**src/rtl/fir_out_decim_if.sv**
```systemverilog
// fir_out_decim_if: sample input, handshaked output and status bundle of fir_out_decim
interface fir_out_decim_if #(
    parameter int DIN_W      = 22,
    parameter int DOUT_W     = 12,
    parameter int FIFO_DEPTH = 8
);
    localparam int LW = $clog2(FIFO_DEPTH + 1);
    logic signed [DIN_W-1:0]  din;
    logic                     din_valid;
    logic signed [DOUT_W-1:0] dout;
    logic                     dout_valid;
    logic                     dout_ready;
    logic [LW-1:0]            fifo_level;
    logic                     drop_pulse;
    logic                     sat_flag;
    modport master (
        output din, din_valid, dout_ready,
        input  dout, dout_valid, fifo_level, drop_pulse, sat_flag
    );
    modport slave (
        input  din, din_valid, dout_ready,
        output dout, dout_valid, fifo_level, drop_pulse, sat_flag
    );
endinterface

```
**src/rtl/fir_out_decim.sv**
```systemverilog
// fir_out_decim: decimate, round-half-up, optionally saturate (FIR_OUT_SAT_EN) and FIFO-buffer FIR samples
module fir_out_decim #(
    parameter int DIN_W      = 22,
    parameter int DOUT_W     = 12,
    parameter int FRAC_SHIFT = 10,
    parameter int DECIM      = 2,
    parameter int FIFO_DEPTH = 8
) (
    input logic clk,
    input logic rst,
    fir_out_decim_if.slave bus
);
    localparam int LW = $clog2(FIFO_DEPTH + 1);
    localparam int AW = $clog2(FIFO_DEPTH);
    localparam int CW = DECIM > 1 ? $clog2(DECIM) : 1;

    logic [CW-1:0]            dcnt;
    logic signed [DOUT_W-1:0] rnd, s1;
    logic                     s1_v, keep, push, pop, sat, drop, sat_flag;
    logic [AW-1:0]            wp, rp;
    logic [LW-1:0]            level;
    logic signed [DOUT_W-1:0] mem [FIFO_DEPTH];

    // sign-extended add of the half-LSB, then keep the bits above FRAC_SHIFT
    function automatic logic [DOUT_W:0] round_shift(input logic [DIN_W-1:0] d);
        return (DOUT_W+1)'(({d[DIN_W-1], d} + (DIN_W+1)'(2 ** (FRAC_SHIFT - 1))) >> FRAC_SHIFT);
    endfunction

    always_comb begin
        keep = bus.din_valid && dcnt == '0;
        pop  = level != '0 && bus.dout_ready;
        push = s1_v && (level < LW'(FIFO_DEPTH) || pop);
    end

`ifdef FIR_OUT_SAT_EN
    logic [DOUT_W:0] sh;
    logic            ovf;
    always_comb begin
        sh  = round_shift(bus.din);
        ovf = sh[DOUT_W] != sh[DOUT_W-1];
        sat = keep && ovf;
        rnd = ovf ? {sh[DOUT_W], {(DOUT_W-1){~sh[DOUT_W]}}} : sh[DOUT_W-1:0];
    end
`else
    always_comb begin
        sat = 1'b0;
        rnd = DOUT_W'(round_shift(bus.din));
    end
`endif

    always_ff @(posedge clk) begin
        if (rst) begin
            dcnt     <= '0;
            s1_v     <= 1'b0;
            s1       <= '0;
            wp       <= '0;
            rp       <= '0;
            level    <= '0;
            drop     <= 1'b0;
            sat_flag <= 1'b0;
            for (int i = 0; i < FIFO_DEPTH; i++) mem[i] <= '0;
        end else begin
            if (bus.din_valid) dcnt <= dcnt == CW'(DECIM - 1) ? '0 : dcnt + 1'b1;
            s1_v <= keep;
            if (keep) s1 <= rnd;
            if (push) begin
                mem[wp] <= s1;
                wp      <= wp + 1'b1;
            end
            if (pop) rp <= rp + 1'b1;
            level    <= level + LW'(push) - LW'(pop);
            drop     <= s1_v && !push;
            sat_flag <= sat_flag || sat;
        end
    end

    assign bus.dout       = mem[rp];
    assign bus.dout_valid = level != '0;
    assign bus.fifo_level = level;
    assign bus.drop_pulse = drop;
    assign bus.sat_flag   = sat_flag;
endmodule

```
**src/flat_wrapper.sv**
```systemverilog
// flat-port wrapper written by rule: the top's interface ports become plain ports
module fir_out_decim_flat 
#(
    parameter int DIN_W      = 22,
    parameter int DOUT_W     = 12,
    parameter int FRAC_SHIFT = 10,
    parameter int DECIM      = 2,
    parameter int FIFO_DEPTH = 8
)
  (clk, rst, bus_din, bus_din_valid, bus_dout_ready, bus_dout, bus_dout_valid, bus_fifo_level, bus_drop_pulse, bus_sat_flag);
  fir_out_decim_if #(.DIN_W(DIN_W), .DOUT_W(DOUT_W), .FIFO_DEPTH(FIFO_DEPTH)) bus_i ();
  input logic clk;
  input logic rst;
  input wire logic [$bits(bus_i.din)-1:0] bus_din;
  input wire logic [$bits(bus_i.din_valid)-1:0] bus_din_valid;
  input wire logic [$bits(bus_i.dout_ready)-1:0] bus_dout_ready;
  output wire logic [$bits(bus_i.dout)-1:0] bus_dout;
  output wire logic [$bits(bus_i.dout_valid)-1:0] bus_dout_valid;
  output wire logic [$bits(bus_i.fifo_level)-1:0] bus_fifo_level;
  output wire logic [$bits(bus_i.drop_pulse)-1:0] bus_drop_pulse;
  output wire logic [$bits(bus_i.sat_flag)-1:0] bus_sat_flag;
  assign bus_i.din = bus_din;
  assign bus_i.din_valid = bus_din_valid;
  assign bus_i.dout_ready = bus_dout_ready;
  assign bus_dout = bus_i.dout;
  assign bus_dout_valid = bus_i.dout_valid;
  assign bus_fifo_level = bus_i.fifo_level;
  assign bus_drop_pulse = bus_i.drop_pulse;
  assign bus_sat_flag = bus_i.sat_flag;
  fir_out_decim #(.DIN_W(DIN_W), .DOUT_W(DOUT_W), .FRAC_SHIFT(FRAC_SHIFT), .DECIM(DECIM), .FIFO_DEPTH(FIFO_DEPTH)) u_core (.clk(clk), .rst(rst), .bus(bus_i));
endmodule
```
**config.mk**
```make
export PLATFORM = sky130hd
export DESIGN_NAME = fir_out_decim_flat
export DESIGN_NICKNAME = d
export VERILOG_FILES = /design/src/rtl/fir_out_decim_if.sv /design/src/rtl/fir_out_decim.sv /design/src/flat_wrapper.sv
export SDC_FILE = /design/constraint.sdc
export NUM_CORES = 1
export LEC_CHECK = 0
export BUFFER_PORTS_ARGS = -buffer_cell sky130_fd_sc_hd__buf_2
export CAP_MARGIN = 10
export CORE_AREA = 4 4 103 105
export DETAILED_ROUTE_END_ITERATION = 8
export DIE_AREA = 0 0 107 109
export HOLD_SLACK_MARGIN = 0.15
export PLACE_DENSITY = 0.77
export SLEW_MARGIN = 30
export SYNTH_ARGS = -nofsm -noshare
export SYNTH_HDL_FRONTEND = slang
export SYNTH_SLANG_ARGS = --single-unit
```
**constraint.sdc**
```tcl
create_clock -name clk -period 3.8 [get_ports clk]
set_clock_uncertainty 0.1 [all_clocks]
set_input_delay 0.38 -clock clk [delete_from_list [all_inputs] [get_ports clk]]
set_output_delay 0.38 -clock clk [all_outputs]
set_load 0.05 [all_outputs]
```
==> results of run 1 <==
==> flip-flops by register name, summed over array words and instances, names as in the netlist, named ones only <==
name / cells
u_core.mem: 96
u_core.wp: 3
u_core.bus.drop_pulse: 1
u_core.rp: 3
u_core.bus.fifo_level: 4
u_core.dcnt: 1
u_core.s1: 12
u_core.s1_v: 1
==> what timing repair did <==
item | 4_1_cts | 5_1_grt
endpoints found under the hold margin | 13 | 0
hold buffers | 10 | 0
setup buffers | 0 | 0
==> power by group <==
group / internal (W) / switching (W) / total, W
logic: 0.000385 / 0.000619 / 0.00100
clock network: 0.000947 / 0.000566 / 0.00151
registers: 0.00155 / 0.0000582 / 0.00161
total: 0.00288 / 0.00124 / 0.00412
==> kinds of logic (layout without fill, tap and decap cells) <==
kind of cell	count (synthesis)	count (layout)	share of synthesized area, %
AOI/OAI and AO/OA	23	23	2.894
xor gates and xnor gates	15	15	2.320
adders and majority gates	9	9	2.121
buffers and inverters	35	99	3.336
DFF	124	124	60.80
muxes	37	37	12.11
other	1	1	0.06622
and+or+nand+nor	177	177	16.35
==> metal layers <==
| metal | routed length, um | GRT usage (%) | up-vias | part of all wire [%] |
|---|---|---|---|---|
| li1 | - | - | 1627 | - |
| met1 | 4757 | 27.27 | 1727 | 40 |
| met2 | 6302 | 40.24 | 129 | 52 |
| met3 | 802 | 5.447 | 15 | 6.7 |
| met4 | 168 | 7.489 | 0 | 1.4 |
| met5 | 0 | 0 | - | 0 |
==> cell type report <==
cell class	instances	area (sq um)	share of cell area [%]
multi-input cells	262	2033	30.74
clock buffers	23	520.5	7.870
well taps	133	166.4	2.516
flip-flops and latches	124	3443	52.06
inverters	12	45.04	0.6810
clock inverters	9	52.55	0.7946
repair buffers	55	352.8	5.335
==> critical path: stages, from the launching register on <==
cell and delay [ps]:
dfxtp_1 310, buf_4 410, mux4_2 570, mux2_2 300, buf_2 220
==> worst paths after layout <==
kind | from | endpoint | cells past startpoint
setup / recovery | flop | bus_dout[11] | 4
hold / removal | bus_din[17] | u_core.s1[7] | 3
setup reg to reg | u_core.bus.fifo_level[3] | u_core.bus.fifo_level[2] | 11
hold reg to reg | u_core.dcnt | u_core.dcnt | 2
==> placed cells by master (no fill, tap or decap), types with 2 or more instances in the layout <==
cell type / n
a211oi_1: 9
a21oi_1: 4
a311oi_1: 2
and2_1: 48
buf_2: 34
buf_4: 11
clkbuf_16: 19
clkbuf_8: 3
clkinv_2: 4
dfxtp_1: 28
dlygate4sd3_1: 10
edfxtp_1: 96
ha_1: 8
inv_1: 12
inv_4: 2
mux2_2: 12
mux4_2: 24
nand2_1: 19
nand2b_1: 3
nand3_1: 7
nand4_1: 5
nor2_1: 70
nor2b_1: 3
nor4b_2: 2
o21ai_1: 4
o31ai_1: 2
or2_2: 4
or3b_4: 2
or4_1: 2
xnor2_1: 8
xor2_1: 7
==> synth_stat cells, types with 2 or more instances <==
| cell | count |
|---|---|
| buf_6 | 5 |
| a211oi_1 | 9 |
| nand2_1 | 19 |
| mux2_2 | 12 |
| nor4b_2 | 2 |
| nor2b_1 | 3 |
| and2_1 | 48 |
| clkbuf_1 | 9 |
| dfxtp_1 | 28 |
| xor2_1 | 7 |
| nand2b_1 | 3 |
| o31ai_1 | 2 |
| mux4_2 | 24 |
| buf_2 | 4 |
| nand3_1 | 7 |
| nor2_1 | 71 |
| nand4_1 | 5 |
| buf_4 | 4 |
| or4_1 | 2 |
| inv_1 | 12 |
| or2_2 | 4 |
| a21oi_1 | 4 |
| a311oi_1 | 2 |
| ha_1 | 8 |
| edfxtp_1 | 96 |
| or3b_4 | 2 |
| o21ai_0 | 4 |
| xnor2_1 | 8 |
==> stage by stage <==
step,power (W),worst slack [ps],hold WS [ps]
2_1_floorplan,0.002442,640.0,354.1
3_3_place_gp,0.002616,1242,367.0
3_5_place_dp,0.002637,1174,382.7
4_1_cts,0.004150,940.0,155.1
5_1_grt,0.004297,869.5,180.4
6_report,0.004125,979.4,169.4
==> metrics.yaml, run 1 <==
die:
  die_w_um: 107
  ioPinCount: 45
  dieArea_sq_um: 11660
  core_sq_um: 9639
  floorplan.initialDensity_pct: 58.75
  chipHeight_um: 109
  rows: 36
power:
  p_per_area_nw_per_um2: 623.7
  irDropWorstVdd_v: 0.0004470
  power_leakage_nw: 2.428
routing:
  drtAntennaViolNets: 0
  wirelength_um: 12030
  drc: 0
  vias: 3498
  drtIter0Drc: 346
  first_pass_iters: 5
  routedWlPerCell_um: 19.47
  viasPerCell: 5.660
yosys:
  async_flop_share_pct: 0
  yosysWarningCount: 0
  ys_seq_elements: 124
  yosysTopAreaCell: "edfxtp_1"
  synth_edf_count: 96
  syn_area_sq_um: 5663
  syn_inst: 421
  ys.flop_type: "edfxtp_1"
  synth_seq_area_share_pct: 60.80
  syn_area_per_cell_sq_um: 13.45
  syn-num-nets: 456
  synth_area_leaders: "edfxtp_1 (51%), dfxtp_1 (9.9%), mux4_2 (9.5%), and2_1 (5.3%), nor2_1 (4.7%)"
  synth_cell_types: 45
  yosysTopAreaCellShare_pct: 50.91
setup_path:
  crit_fanout: 24
  worstSetupPathType: "flop to output pin"
  crit_arrival_ps: 2340
  end_kind: "output pin"
  reg2reg_setup_slack_ps: 1190
  startpoint_type: "flop"
  critPathRequiredTime_ps: 3320
cts:
  ctsResizeCount: 0
  clockBufferDepth: 2
  clkTransAtPathRegs_ps: 60
  clock_latency_ps: 510
  tritoncts: "built"
  cts_buffers: 17
  cts_sinks: 124
  cts_root_buf: "clkbuf_8"
  h-tree-depth: 4
timing:
  final-hold-violation-count: 0
  setup_viol: 0
  min_period_over_period_pct: 74.23
  fin_tns_setup_ps: 0
  max_freq_mhz: 354.5
  worst_pin_slew_ps: 736.8
  finalMaxSlewViolations: 0
  fin_crit_ps: 2821
  rsz0062_at_grt: "no"
  slew_headroom_pct: 50.81
grt:
  grtUsageTotal_pct: 22.63
  grt_pass1_vias: 3723
  grt_pass1_wl_um: 19300
  grt_max_degree: 32
  grt-ovfl-total: 0
  antenna_found_initial: 0
placed_design:
  hpwl_um: 7235
  dpl_cell_area_sq_um: 5941
  io_buffers: 34
  dpl.cell_count: 576
  place_congestion: 0.8023
finish:
  layout.nets: 507
  antenna_cells: 0
  fill_cells: 695
  final_cell_area_sq_um: 6614
  drive_gt1_share_pct: 25.57
  areaGrowthSynthToFinish_pct: 16.79
  layoutNonFillerInstCount: 618
  finish.utilization_pct: 68.61
hold_path:
  min_path_type: "input pin to flop"
outcome:
  status: "finished, final reports clean"
flow_run:
  max_cap_violations: 0
No activity file was read; power rests on OpenSTA's default activity.
==> run 2: changes to the inputs <==
--- a/config.mk
+++ b/config.mk
@@ -5,13 +5,14 @@
 export SDC_FILE = /design/constraint.sdc
 export NUM_CORES = 1
 export LEC_CHECK = 0
+export ABC_AREA = 1
 export BUFFER_PORTS_ARGS = -buffer_cell sky130_fd_sc_hd__buf_2
 export CAP_MARGIN = 10
-export CORE_AREA = 4 4 103 105
+export CORE_AREA = 4 4 110 112
 export DETAILED_ROUTE_END_ITERATION = 8
-export DIE_AREA = 0 0 107 109
+export DIE_AREA = 0 0 114 116
 export HOLD_SLACK_MARGIN = 0.15
-export PLACE_DENSITY = 0.77
+export PLACE_DENSITY = 0.73
 export SLEW_MARGIN = 30
 export SYNTH_ARGS = -nofsm -noshare
 export SYNTH_HDL_FRONTEND = slang
==> constraint.sdc (replaced) <==
create_clock -name clk -period 2.48 [get_ports clk]
set_clock_uncertainty 0.1 [all_clocks]
set_input_delay 0.248 -clock clk [delete_from_list [all_inputs] [get_ports clk]]
set_output_delay 0.248 -clock clk [all_outputs]
set_load 0.05 [all_outputs]
==> metrics.yaml, run 2 <==
hold_path:
  min_path_type: "input pin to flop"
  hold_path_startpoint: "bus_dout_ready"
finish:
  drive_gt1_share_pct: 14.87
  fill_cells: 894
  layoutNonFillerInstCount: 822
  antenna_cells: 0
  final_common_cell: "nor2_1"
  final_cell_mix: "nor2_1 (192), edfxtp_1 (96), o21ai_0 (79)"
  final_cell_area_sq_um: 6880
  regMostFlops: "u_core.mem"
  largest_register_ffs: 96
  areaGrowthSynthToFinish_pct: 16.98
  layout.nets: 702
setup_path:
  startpoint_type: "flop"
  reg2reg_setup_slack_ps: 230
  crit_fanout: 48
  critPathRequiredTime_ps: 2130
  r2r_cells: 11
  worstSetupPathType: "flop to output pin"
  crit_arrival_ps: 1980
  end_kind: "output pin"
  setup.worst_path.end: "bus_dout[3]"
  r2r-end: "u_core.bus.fifo_level[1]"
  r2r-start: "u_core.bus.fifo_level[3]"
power:
  irDropWorstVdd_v: 0.0007453
  power_leakage_nw: 2.745
  p_per_area_nw_per_um2: 1025
yosys:
  synth_cell_types: 33
  yosysWarningCount: 0
  ys_seq_elements: 124
  synth-xor-area-share_pct: 0.8934
  synthSimpleGateAreaFrac_pct: 23.02
  syn_inst: 622
  synth_top_family_by_area: "simple AND/OR/NAND/NOR gates"
  syn_area_per_cell_sq_um: 9.456
  yosysTopAreaCell: "edfxtp_1"
  synth_area_leaders: "edfxtp_1 (49%), nor2_1 (12%), dfxtp_1 (9.5%), o21ai_0 (6.7%), nand2_1 (4.3%)"
  synthMuxAreaShare_pct: 0
  synth_compound_area_share_pct: 8.785
  synth_edf_count: 96
  synth_seq_area_share_pct: 58.54
  synthAdderAreaFrac_pct: 2.042
  syn_area_sq_um: 5882
  ys.flop_type: "edfxtp_1"
  ys_top_cells_by_count: "nor2_1 (192), edfxtp_1 (96), o21ai_0 (79)"
  syn-num-nets: 657
  yosysMostFrequentCell: "nor2_1"
  yosysTopAreaCellShare_pct: 49.01
  async_flop_share_pct: 0
timing:
  rsz0062_at_grt: "no"
  final-hold-violation-count: 0
  finalMaxSlewViolations: 0
  fin_crit_ps: 2328
  worst_pin_slew_ps: 568.6
  slew_headroom_pct: 62.00
  min_period_over_period_pct: 93.88
  fin_tns_setup_ps: 0
  setup_viol: 0
  max_freq_mhz: 429.5
routing:
  drtIter0Drc: 434
  drc: 0
  drtAntennaViolNets: 0
  first_pass_iters: 5
  wirelength_um: 13300
  vias: 4410
  viasPerCell: 5.365
  routedWlPerCell_um: 16.17
cts:
  clock_latency_ps: 410
  clkTransAtPathRegs_ps: 50
  ctsResizeCount: 0
  postCtsSetupBuffers: 0
  cts_root_buf: "clkbuf_16"
  cts_sinks: 124
  h-tree-depth: 4
  clockBufferDepth: 2
  cts_buffers: 17
  postCtsHoldBufs: 13
  tritoncts: "built"
grt:
  grt_pass1_wl_um: 21640
  grtUsageTotal_pct: 21.36
  antenna_found_initial: 0
  grt-ovfl-total: 0
  grt_pass1_vias: 4204
  grt_max_degree: 49
placed_design:
  hpwl_um: 8363
  place_congestion: 0.7821
  dpl.cell_count: 778
  io_buffers: 34
  dpl_cell_area_sq_um: 6146
outcome:
  status: "finished, final reports clean"
die:
  rows: 39
  floorplan.initialDensity_pct: 52.41
  core_sq_um: 11220
  ioPinCount: 45
  chipHeight_um: 116
  dieArea_sq_um: 13220
  die_w_um: 114
flow_run:
  max_cap_violations: 0
## run 2: cell count changes in the layout (fill, tap and decap cells not counted), sizes merged, moves of 9 or more
cell / change
nand2: +54
nor2: +127
mux2: -12
and2: -48
a211oi: -9
a21oi: +11
inv: +27
mux4: -24
o21ai: +82
## run 2: layer usage
layer / vias up / global-route usage (%) / share of wire (%)
met4: 0 / 7.918 / 2.0
met5: - / 0 / 0
met1: 2046 / 29.97 / 44
li1: 2148 / - / -
met3: 23 / 4.334 / 7.8
met2: 193 / 33.14 / 47
## run 2: worst min path at each step
stage / cells past startpoint / slack, ps / end
detailed placement: 2 / 370 / u_core.dcnt
global route: 4 / 220 / flop
floorplan: 2 / 300 / u_core.s1[7]
global placement: 2 / 350 / u_core.dcnt
CTS: 4 / 180 / flop
finish: 4 / 180 / flop
## run 2: where the power goes
group          switching (W)  total [W]  internal, W
combinational        0.00151    0.00206     0.000549
clock               0.000863    0.00253      0.00166
sequential         0.0000869    0.00247      0.00238
## run 2: critical path: stages, from the launching register on
cell,delay [ps]
dfxtp_1,390
inv_1,90
buf_12,170
o21ai_0,380
o21ai_0,170
nand2_1,90
nand2_1,50
buf_2,200
## run 2: area by class of cell
class                           count  area, sq um  area share, %
Sequential cell                   124         3446          50.08
Multi-Input combinational cell    419         2054          29.86
Clock buffer                       18        429.2          6.238
Timing Repair Buffer               58        420.4          6.110
Tap cell                          143        178.9          2.600
Inverter                           47        176.4          2.564
Clock inverter                     13        175.2          2.546
## run 2: per-stage QoR
stage / hold WS, ps / utilization, % / total power [W] / setup slack [ps]
after floorplan: 298.4 / - / 0.004028 / 71.73
after global placement: 351.5 / 54.76 / 0.004500 / 323.2
after detailed placement: 366.8 / 54.76 / 0.004538 / 219.5
after CTS: 177.5 / 61.30 / 0.007071 / 191.0
after global routing: 222.5 / 61.30 / 0.007384 / 44.73
final: 181.6 / 61.30 / 0.007050 / 151.9
## run 2: cells by family (layout without fill, tap and decap cells)
logic type	Yosys count	after routing
flip-flops	124	124
other	1	1
adder cells (fa/ha/maj)	9	9
XOR/XNOR	6	6
AND/OR/NAND/NOR	300	300
AO/OA/AOI/OAI	103	103
buffers and inverters	79	136
